**config.mk**
```make
export PLATFORM = sky130hd
export DESIGN_NAME = registers_bank_mp_flat
export DESIGN_NICKNAME = d
export VERILOG_FILES = /design/src/rtl/registers_bank_mp_if.sv /design/src/rtl/registers_bank_mp.sv /design/src/flat_wrapper.sv
export SDC_FILE = /design/constraint.sdc
export NUM_CORES = 2
export LEC_CHECK = 0
export CAP_MARGIN = 20
export CORE_MARGIN = 5
export CORE_UTILIZATION = 35
export CTS_BUF_LIST = sky130_fd_sc_hd__clkbuf_16
export CTS_CLUSTER_DIAMETER = 80
export DETAILED_ROUTE_END_ITERATION = 8
export DONT_BUFFER_PORTS = 1
export GPL_TIMING_DRIVEN = 0
export SETUP_SLACK_MARGIN = 0.2
export SYNTH_ARGS = -nofsm -noshare
export SYNTH_HDL_FRONTEND = slang
export SYNTH_SLANG_ARGS = --single-unit
export TNS_END_PERCENT = 1
```
**constraint.sdc**
```tcl
create_clock -name i_clock -period 4.2 [get_ports i_clock]
set_input_delay 0.84 -clock i_clock [delete_from_list [all_inputs] [get_ports i_clock]]
set_output_delay 0.84 -clock i_clock [all_outputs]
set_load 0.05 [all_outputs]
```
**src/rtl/registers_bank_mp_if.sv**
```systemverilog
// Register-bank port bundle: pipeline read/write, debug read and clear-sweep control.
// master = ID/WB/debug side driving requests, slave = the register bank.
interface registers_bank_mp_if #(
  parameter int unsigned NB_DATA  = 32,
  parameter int unsigned NB_ADDR  = 5,
  parameter int unsigned NUM_READ = 2
);
  logic                         i_enable;
  logic                         i_reg_write;
  logic [NB_ADDR-1:0]           i_write_reg;
  logic [NB_DATA-1:0]           i_write_data;
  logic                         i_jr_jalr;
  logic [NUM_READ*NB_ADDR-1:0]  i_read_addr;
  logic [NUM_READ*NB_DATA-1:0]  o_read_data;
  logic                         i_debug_read_en;
  logic [NB_ADDR-1:0]           i_debug_addr;
  logic [NB_DATA-1:0]           o_debug_data;
  logic                         o_debug_valid;
  logic                         i_clear_req;
  logic                         o_busy;

  modport master (
    output i_enable, i_reg_write, i_write_reg, i_write_data, i_jr_jalr, i_read_addr,
           i_debug_read_en, i_debug_addr, i_clear_req,
    input  o_read_data, o_debug_data, o_debug_valid, o_busy
  );

  modport slave (
    input  i_enable, i_reg_write, i_write_reg, i_write_data, i_jr_jalr, i_read_addr,
           i_debug_read_en, i_debug_addr, i_clear_req,
    output o_read_data, o_debug_data, o_debug_valid, o_busy
  );
endinterface

```
**src/rtl/registers_bank_mp.sv**
```systemverilog
// Multi-read-port register file with write-through bypass, hardwired r0, link-register
// override on port 0, debug read port and a post-reset / on-request clear sweep.
module registers_bank_mp #(
  parameter int unsigned NB_DATA     = 32,
  parameter int unsigned NB_ADDR     = 5,
  parameter int unsigned BANK_DEPTH  = 32,
  parameter int unsigned NUM_READ    = 2,
  parameter int unsigned LINK_REG    = 31,
  parameter int unsigned ZERO_REG_EN = 1,
  parameter int unsigned BYPASS_EN   = 1
) (
  input logic                i_clock,
  input logic                i_reset_n,
  registers_bank_mp_if.slave bus
);

  typedef enum logic {ST_CLEAR, ST_IDLE} state_e;

  // Storage has no reset; the sweep zeroes it instead.
  logic [NB_DATA-1:0]          regs_q [BANK_DEPTH];
  state_e                      state_q;
  logic [NB_ADDR-1:0]          cnt_q;
  logic [NUM_READ*NB_DATA-1:0] rdata_q, rdata_d;
  logic [NB_DATA-1:0]          dbg_data_q, dbg_data_d;
  logic                        dbg_valid_q;
  logic                        busy_q;
  logic [NB_ADDR-1:0]          rd_addr [NUM_READ];
  logic                        wr_en_c;

  always_comb begin
    wr_en_c = (state_q == ST_IDLE) && bus.i_enable && bus.i_reg_write
           && (32'(bus.i_write_reg) < BANK_DEPTH)
           && !((ZERO_REG_EN != 0) && (bus.i_write_reg == '0));
  end

  // Per-port read mux: r0 and out-of-range first, then bypass, then array.
  always_comb begin
    rdata_d = rdata_q;
    for (int p = 0; p < NUM_READ; p++) begin
      if ((p == 0) && bus.i_jr_jalr) rd_addr[p] = NB_ADDR'(LINK_REG);
      else                           rd_addr[p] = bus.i_read_addr[p*NB_ADDR +: NB_ADDR];

      if (((ZERO_REG_EN != 0) && (rd_addr[p] == '0)) || (32'(rd_addr[p]) >= BANK_DEPTH))
        rdata_d[p*NB_DATA +: NB_DATA] = '0;
      else if ((BYPASS_EN != 0) && bus.i_reg_write && (bus.i_write_reg == rd_addr[p]))
        rdata_d[p*NB_DATA +: NB_DATA] = bus.i_write_data;
      else
        rdata_d[p*NB_DATA +: NB_DATA] = regs_q[rd_addr[p]];
    end
  end

  always_comb begin
    dbg_data_d = '0;
    if (!(((ZERO_REG_EN != 0) && (bus.i_debug_addr == '0)) || (32'(bus.i_debug_addr) >= BANK_DEPTH)))
      dbg_data_d = regs_q[bus.i_debug_addr];
  end

  always_ff @(posedge i_clock) begin
    if (state_q == ST_CLEAR) regs_q[cnt_q] <= '0;
    else if (wr_en_c)        regs_q[bus.i_write_reg] <= bus.i_write_data;
  end

  always_ff @(posedge i_clock or negedge i_reset_n) begin
    if (!i_reset_n) begin
      state_q     <= ST_CLEAR;
      cnt_q       <= '0;
      rdata_q     <= '0;
      dbg_data_q  <= '0;
      dbg_valid_q <= 1'b0;
      busy_q      <= 1'b1;
    end else begin
      case (state_q)
        ST_CLEAR: begin
          rdata_q     <= '0;
          dbg_valid_q <= 1'b0;
          if (cnt_q == NB_ADDR'(BANK_DEPTH - 1)) begin
            state_q <= ST_IDLE;
            cnt_q   <= '0;
            busy_q  <= 1'b0;
          end else begin
            cnt_q <= cnt_q + NB_ADDR'(1);
          end
        end
        ST_IDLE: begin
          if (bus.i_enable)        rdata_q    <= rdata_d;
          if (bus.i_debug_read_en) dbg_data_q <= dbg_data_d;
          dbg_valid_q <= bus.i_debug_read_en;
          if (bus.i_clear_req) begin
            state_q <= ST_CLEAR;
            cnt_q   <= '0;
            busy_q  <= 1'b1;
          end
        end
        default: begin
          state_q <= ST_CLEAR;
          cnt_q   <= '0;
          busy_q  <= 1'b1;
        end
      endcase
    end
  end

  assign bus.o_read_data   = rdata_q;
  assign bus.o_debug_data  = dbg_data_q;
  assign bus.o_debug_valid = dbg_valid_q;
  assign bus.o_busy        = busy_q;

endmodule

```
**src/flat_wrapper.sv**
```systemverilog
// flat-port wrapper written by rule: the top's interface ports become plain ports
module registers_bank_mp_flat 
#(
  parameter int unsigned NB_DATA     = 32,
  parameter int unsigned NB_ADDR     = 5,
  parameter int unsigned BANK_DEPTH  = 32,
  parameter int unsigned NUM_READ    = 2,
  parameter int unsigned LINK_REG    = 31,
  parameter int unsigned ZERO_REG_EN = 1,
  parameter int unsigned BYPASS_EN   = 1
)
  (i_clock, i_reset_n, bus_i_enable, bus_i_reg_write, bus_i_write_reg, bus_i_write_data, bus_i_jr_jalr, bus_i_read_addr, bus_i_debug_read_en, bus_i_debug_addr, bus_i_clear_req, bus_o_read_data, bus_o_debug_data, bus_o_debug_valid, bus_o_busy);
  registers_bank_mp_if #(.NB_DATA(NB_DATA), .NB_ADDR(NB_ADDR), .NUM_READ(NUM_READ)) bus_i ();
  input logic i_clock;
  input logic i_reset_n;
  input wire logic [$bits(bus_i.i_enable)-1:0] bus_i_enable;
  input wire logic [$bits(bus_i.i_reg_write)-1:0] bus_i_reg_write;
  input wire logic [$bits(bus_i.i_write_reg)-1:0] bus_i_write_reg;
  input wire logic [$bits(bus_i.i_write_data)-1:0] bus_i_write_data;
  input wire logic [$bits(bus_i.i_jr_jalr)-1:0] bus_i_jr_jalr;
  input wire logic [$bits(bus_i.i_read_addr)-1:0] bus_i_read_addr;
  input wire logic [$bits(bus_i.i_debug_read_en)-1:0] bus_i_debug_read_en;
  input wire logic [$bits(bus_i.i_debug_addr)-1:0] bus_i_debug_addr;
  input wire logic [$bits(bus_i.i_clear_req)-1:0] bus_i_clear_req;
  output wire logic [$bits(bus_i.o_read_data)-1:0] bus_o_read_data;
  output wire logic [$bits(bus_i.o_debug_data)-1:0] bus_o_debug_data;
  output wire logic [$bits(bus_i.o_debug_valid)-1:0] bus_o_debug_valid;
  output wire logic [$bits(bus_i.o_busy)-1:0] bus_o_busy;
  assign bus_i.i_enable = bus_i_enable;
  assign bus_i.i_reg_write = bus_i_reg_write;
  assign bus_i.i_write_reg = bus_i_write_reg;
  assign bus_i.i_write_data = bus_i_write_data;
  assign bus_i.i_jr_jalr = bus_i_jr_jalr;
  assign bus_i.i_read_addr = bus_i_read_addr;
  assign bus_i.i_debug_read_en = bus_i_debug_read_en;
  assign bus_i.i_debug_addr = bus_i_debug_addr;
  assign bus_i.i_clear_req = bus_i_clear_req;
  assign bus_o_read_data = bus_i.o_read_data;
  assign bus_o_debug_data = bus_i.o_debug_data;
  assign bus_o_debug_valid = bus_i.o_debug_valid;
  assign bus_o_busy = bus_i.o_busy;
  registers_bank_mp #(.NB_DATA(NB_DATA), .NB_ADDR(NB_ADDR), .BANK_DEPTH(BANK_DEPTH), .NUM_READ(NUM_READ), .LINK_REG(LINK_REG), .ZERO_REG_EN(ZERO_REG_EN), .BYPASS_EN(BYPASS_EN)) u_core (.i_clock(i_clock), .i_reset_n(i_reset_n), .bus(bus_i));
endmodule
```
=== After elaboration in Yosys (flattened, before gate mapping) ===
Memories as Yosys holds them, arrays and structs flattened.
Cells that the tools add are included.

* Register bits after elaboration: 104
* Memory bits (writable): 1024
* Output and inout bits: 98
* Logic and storage cells: 53
* Memories kept: 1

{| class="wikitable"
|+ Memories
! memory !! depth !! bits a word !! rd ports !! clocked after memory_dff !! wr ports !! line !! text
|-
| u_core.regs_q || 32 || 32 || 3 || 0 || 1 || registers_bank_mp.sv:20 || <nowiki>logic [NB_DATA-1:0] regs_q [BANK_DEPTH];</nowiki>
|}

* Add/subtract/negate cells: 1
* Eq/ne operators: 6
* Muxes and demuxes: 25
* Bitwise gates (word level): 1
* Reductions and logical operators: 13

{| class="wikitable"
|+ Operators by type and width
! cell !! number
|-
| two-way mux 32 bit || 6
|-
| case mux 64 bit (2 select lines) || 1
|-
| two-way mux 64 bit || 1
|-
| OR reduction 32 bit || 1
|-
| zero test 5 bit || 4
|-
| two-way mux 5 bit || 4
|-
| equality test 5 bit || 2
|-
| case mux 5 bit (2 select lines) || 1
|-
| two-way mux 1 bit || 9
|-
| != test 2 bit, second input constant || 3
|-
| case mux 1 bit (2 select lines) || 3
|-
| adder 5 x 1 -> 5 bit, second input constant || 1
|-
| equality test 5 bit, second input constant || 1
|-
| logical AND 1 bit || 5
|-
| AND reduction 2 bit || 2
|-
| zero test 1 bit || 1
|-
| inverter 1 bit || 1
|}

=== Depth between registers and ports, before layout ===
* Depth in word-level cells: 8
* Depth in mapped cells: 11
* Gate-level depth less buffers: 6

=== Worst setup path after synthesis ===
OpenSTA, ideal clock, no wires.

* Path kind: input to register
* Start: input bus_i_write_reg[1]
* End: memory u_core.regs_q[0][0] (enable)
* Library setup time: 0.421 ns
* Arrival: 3.619 ns
* Data required time: 3.779 ns
* Path slack: 0.160 ns
* Stages on the path: 7
* Buffers on the path: 2
* Cells stage by stage: buf_2 -> or4_1 -> o21a_1 -> clkbuf_1 -> o31ai_1 -> nand2_1 -> nor2_1

* Cells in the longest elaborated chain, start to end: 8
* Elaborated cells between the ends (all ways): 9
* Those cells by class: mux: 5; reduce/logical: 4

{| class="wikitable"
|+ Ends and longest elaborated chain
! item !! line !! text
|-
| start, declared || flat_wrapper.sv:18 || <nowiki>input wire logic [$bits(bus_i.i_write_reg)-1:0] bus_i_write_reg;</nowiki>
|-
| zero test 5 bit || registers_bank_mp.sv:33 || <nowiki>&& !((ZERO_REG_EN != 0) && (bus.i_write_reg == '0));</nowiki>
|-
| zero test 1 bit || registers_bank_mp.sv:33 ||
|-
| logical AND 1 bit || registers_bank_mp.sv:33 ||
|-
| two-way mux 1 bit || registers_bank_mp.sv:60 || <nowiki>else if (wr_en_c) regs_q[bus.i_write_reg] <= bus.i_write_data;</nowiki>
|-
| two-way mux 1 bit || registers_bank_mp.sv:59 || <nowiki>if (state_q == ST_CLEAR) regs_q[cnt_q] <= '0;</nowiki>
|-
| two-way mux 1 bit (implied by the code) || registers_bank_mp.sv:60 ||
|-
| OR reduction 32 bit (no source line) || - ||
|-
| two-way mux 5 bit (no source line) / two-way mux 1 bit (equally long branches) || - ||
|-
| end, declared || registers_bank_mp.sv:20 ||
|}

Parallel ways exist; a longest one is shown, timed or not.

=== Worst setup path in the final report ===
* Start: input bus_i_read_addr[1]
* End: register u_core.rdata_q[30] (netlist: u_core.bus.o_read_data[30])

* Cells in the longest elaborated chain, start to end: 7
* Elaborated cells between the ends (all ways): 9
* Those cells by class: eq/ne: 1; mux: 5; reduce/logical: 2; memory: 1

{| class="wikitable"
|+ Ends and longest elaborated chain
! item !! line !! text
|-
| start, declared || flat_wrapper.sv:21 || <nowiki>input wire logic [$bits(bus_i.i_read_addr)-1:0] bus_i_read_addr;</nowiki>
|-
| two-way mux 5 bit (*) || registers_bank_mp.sv:40 || <nowiki>if ((p == 0) && bus.i_jr_jalr) rd_addr[p] = NB_ADDR'(LINK_REG);</nowiki>
|-
| branches (longest 3 deep; another with memory read (32 x 32 bit)) || - ||
|-
| two-way mux 32 bit (*) || registers_bank_mp.sv:43 || <nowiki>if (((ZERO_REG_EN != 0) && (rd_addr[p] == '0)) || (32'(rd_addr[p]) >= BANK_DEPTH))</nowiki>
|-
| two-way mux 64 bit (*) || registers_bank_mp.sv:85 || <nowiki>if (bus.i_enable) rdata_q <= rdata_d;</nowiki>
|-
| case mux 64 bit (2 select lines) (*) || registers_bank_mp.sv:72 || <nowiki>case (state_q)</nowiki>
|-
| end signal, assigned || registers_bank_mp.sv:85 ||
|-
| end, declared || registers_bank_mp.sv:23 || <nowiki>logic [NUM_READ*NB_DATA-1:0] rdata_q, rdata_d;</nowiki>
|}

Mark *: on every way between the ends. The select of a mux whose other input is x is not followed.
A chain may end at the register's enable or synchronous reset.

==> impl_table.tex <==
\begin{tabular}{lr}
\hline
Metric & Value \\
\hline
\multicolumn{2}{l}{\textbf{Timing}} \\
Endpoints failing hold & 0 \\
Final setup vio count & 0 \\
Max frequency & 241.2 MHz \\
Worst-Margin Slew & 1.355 ns \\
Max Slew Vio Count & 0 \\
Worst slew margin & 9.640\% \\
Tmin final & 4.145 ns \\
Part of the cycle the worst path needs & 98.70\% \\
Layout Skew & 0.03469 ns \\
Hold\_ws & 0.07302 ns \\
Unrepaired setup endpoints after global routing & no \\
\multicolumn{2}{l}{\textbf{Routing}} \\
Number of nets with antenna violations after routing & 0 \\
Ratio of routed vias to standard cells & 7.020 \\
DRC violation total after the first TritonRoute iteration & 8783 \\
Number of design rule violations left after detail routing & 15 \\
Detail-routed net length per standard cell & 42.77 microns \\
First-pass iteration count of the detailed router & 8 \\
Total wire length after detailed routing & 291.7 mm \\
Detailed-route via count & 47870 \\
\multicolumn{2}{l}{\textbf{Clock network}} \\
Number of clock sinks seen by CTS & 1128 \\
Clock H-tree levels & 3 \\
Bufs on Longest Clock Path & 3 \\
Clock network latency to the later pin of the worst-skew pair & 0.79 ns \\
Post-CTS clock slew at the launch and capture registers of the worst setup and hold paths & 0.06 ns \\
Number of clock buffers inserted by TritonCTS & 120 \\
Root Buffer Master & clkbuf\_16 \\
CTS tree & yes \\
\multicolumn{2}{l}{\textbf{Worst setup path}} \\
Minimum setup slack among reg-to-reg paths & 0.21 ns \\
Setup crit end kind & flip-flop \\
WP data arrival & 4.76 ns \\
Crit path launch type & input pin \\
Maximum fanout count along the critical path & 10 \\
R2R Path End & u\_core.regs\_q[10][14] \\
Worst reg-to-reg path cell count & 9 \\
R2R Path Start & u\_core.state\_q \\
Required time of the critical path & 4.82 ns \\
Category of the most critical setup path & input pin to flip-flop \\
Capturing element of the worst setup path & u\_core.bus.o\_read\_data[30] \\
Launching instance or port of the critical path & bus\_i\_read\_addr[1] \\
\multicolumn{2}{l}{\textbf{Global routing}} \\
Maximum number of pins on one net before global-route repair & 105 \\
Number of antenna violations at the first check in global routing & 14 \\
First-pass GRT wire length & 385.2 mm \\
Number of global-route vias before repair & 45370 \\
Overall overflow remaining after global route & 0 \\
Overall track demand over capacity in global routing & 30.38\% \\
\multicolumn{2}{l}{\textbf{Die}} \\
Area inside the core boundary & 175700 sq um \\
Die Wd & 429.7 microns \\
Die Height & 429.7 microns \\
Effective utilization at floorplan & 35.08\% \\
Std cell rows & 154 \\
Top-Level Pins & 157 \\
Area of the die & 184600 sq um \\
\multicolumn{2}{l}{\textbf{Synthesis}} \\
Yosys warning count & 0 \\
Leading cell type by number of instances after synthesis & edfxtp\_1 \\
Synthesized area & 61640 sq um \\
Gate count of the mapped netlist & 4113 \\
Most area-consuming cells after synthesis & edfxtp\_1 50\%, mux4\_2 19\%, mux2\_2 5.1\% \\
Area share of the leading cell type in the synthesized netlist & 49.88\% \\
Top cell types by occurrence after synthesis & 1024 x edfxtp\_1, 513 x mux4\_2, 283 x o22ai\_1 \\
Count of distinct cell types in the synthesized netlist & 60 \\
Fraction of synthesis flops using an asynchronous set or reset pin & 9.220\% \\
Net Count, Synth & 4174 \\
Cell type with the highest aggregate area in the netlist & edfxtp\_1 \\
Number of enable-type register cells in the synthesized netlist & 1024 \\
Yosys reg bits & 1128 \\
Sequential cell area fraction in the yosys report & 54.11\% \\
Average instance area after synthesis & 14.99 sq um \\
Most used flip-flop cell after synthesis & edfxtp\_1 \\
\multicolumn{2}{l}{\textbf{Run}} \\
Count of max-cap constraint violations & 0 \\
\multicolumn{2}{l}{\textbf{Worst hold path}} \\
Worst Hold Class & input pin to async pin \\
\multicolumn{2}{l}{\textbf{Power}} \\
Total power & 32860 uW \\
PwrDens & 462.9 nW/um\^{}2 \\
Leakage & 0.02382 uW \\
Max VDD drop & 0.3485 mV \\
\multicolumn{2}{l}{\textbf{Run status}} \\
Result of the run & finished with violations \\
Failing checks & design-rule violations \\
\multicolumn{2}{l}{\textbf{Layout}} \\
Ratio of cells with drive above 1 in the final layout & 32.41\% \\
Final layout net count & 4411 \\
Syn-to-layout area delta & 15.17\% \\
\multicolumn{2}{l}{\textbf{Placed design}} \\
Post-DP HPWL & 206.5 mm \\
Number of port buffers & 0 \\
Final Wtd Congestion & 0.9922 \\
\hline
\end{tabular}
## worst max-delay path, cell delays in order
cell and delay, ns:
buf_2 0.29, buf_4 0.34, buf_4 0.32, inv_1 0.11
nor3_1 1.05, clkbuf_1 0.87, o22ai_1 0.32, a21oi_1 0.46
o41ai_2 0.14
## metrics by stage
| stage | area (sq um) | utilization, % | instances | setup WS [ns] | setup TNS [ns] |
|---|---|---|---|---|---|
| after CTS | 70720 | 40.24 | 6784 | 0.4079 | 0 |
| after global placement | 64570 | 36.74 | 6453 | -3.338 | -3034.64 |
| after detailed placement | 66700 | 37.96 | 6555 | -0.3363 | -260.04 |
| after global routing | 70980 | 40.39 | 6811 | 0.2732 | 0 |
| after floorplan | 61640 | - | 4113 | 0.1598 | 0 |
| final | 71000 | 40.40 | 6819 | 0.05468 | 0 |
## power breakdown
| group | total, uW | internal [uW] | leakage [uW] | switching, uW |
|---|---|---|---|---|
| Clock | 10900 | 6050 | 0.00199 | 4890 |
| Combinational | 6700 | 2440 | 0.0108 | 4260 |
| Sequential | 15200 | 13600 | 0.0111 | 1640 |
## kinds of logic (layout without fill, tap and decap cells)
logic type	count (synthesis)	in the layout	synth area share, %
compound gates	1029	1029	11.48
xor+xnor	8	8	0.1137
fa+ha+maj	2	2	0.04059
buf+inv	409	752	3.069
flops	1128	1128	54.11
mux	986	986	26.99
other cells	0	23	0
simple gates	551	551	4.194
## registers in the layout (all words and copies together), names as in the netlist
signal,cells
u_core.bus.o_debug_valid,1
u_core.bus.o_read_data,64
u_core.state_q,1
u_core.bus.o_debug_data,32
u_core.cnt_q,5
u_core.bus.o_busy,1
u_core.regs_q,1024
## cell type report
| cell class | count | area, sq um |
|---|---|---|
| clock buffer | 121 | 3028 |
| sequential | 1128 | 33350 |
| inverter | 15 | 56.30 |
| clock inverter | 107 | 928.4 |
| tap | 2340 | 2928 |
| multi-input combinational | 2576 | 26670 |
| antenna | 23 | 57.56 |
| buffer | 394 | 1851 |
| timing repair buffer | 115 | 2121 |
| fill | 16060 | 104700 |
## placed cells by master (no fill, tap or decap), types with 103 or more instances in the layout
cell type,n
a21oi_1,224
buf_2,140
clkbuf_1,186
clkbuf_16,121
dfrtp_1,103
edfxtp_1,1024
mux2_2,280
mux2i_1,193
mux4_2,513
nand2_1,149
nor2_1,165
o21ai_0,105
o22ai_1,283
## per-layer routing
layer / vias up / wire [microns] / global-route usage [%]
li1: 17550 / - / -
met1: 24360 / 96700 / 36.28
met2: 4673 / 123700 / 44.00
met3: 1271 / 44790 / 12.94
met4: 12 / 26040 / 21.64
met5: - / 417 / 0.3903
## how the worst min path moves through the flow
stage	start	to	slack, ns	cells after the start
after global placement	u_core.cnt_q[0]	u_core.cnt_q[0]	0.54	1
after detailed placement	u_core.cnt_q[0]	u_core.cnt_q[0]	0.54	1
after CTS	i_reset_n	u_core.bus.o_debug_data[31]	0.08	1
after global routing	i_reset_n	u_core.bus.o_debug_data[27]	0.10	1
after floorplan	u_core.cnt_q[0]	u_core.cnt_q[0]	0.52	1
final	i_reset_n	u_core.bus.o_debug_data[27]	0.07	1
## what timing repair did
action                                   CTS  global route
endpoints found under the hold margin    104             0
buffers inserted                           0             0
endpoints found under the setup margin  1031             0
gates resized for setup                   30             0
hold buffers                               1             0
No activity file was read; power rests on OpenSTA's default activity.
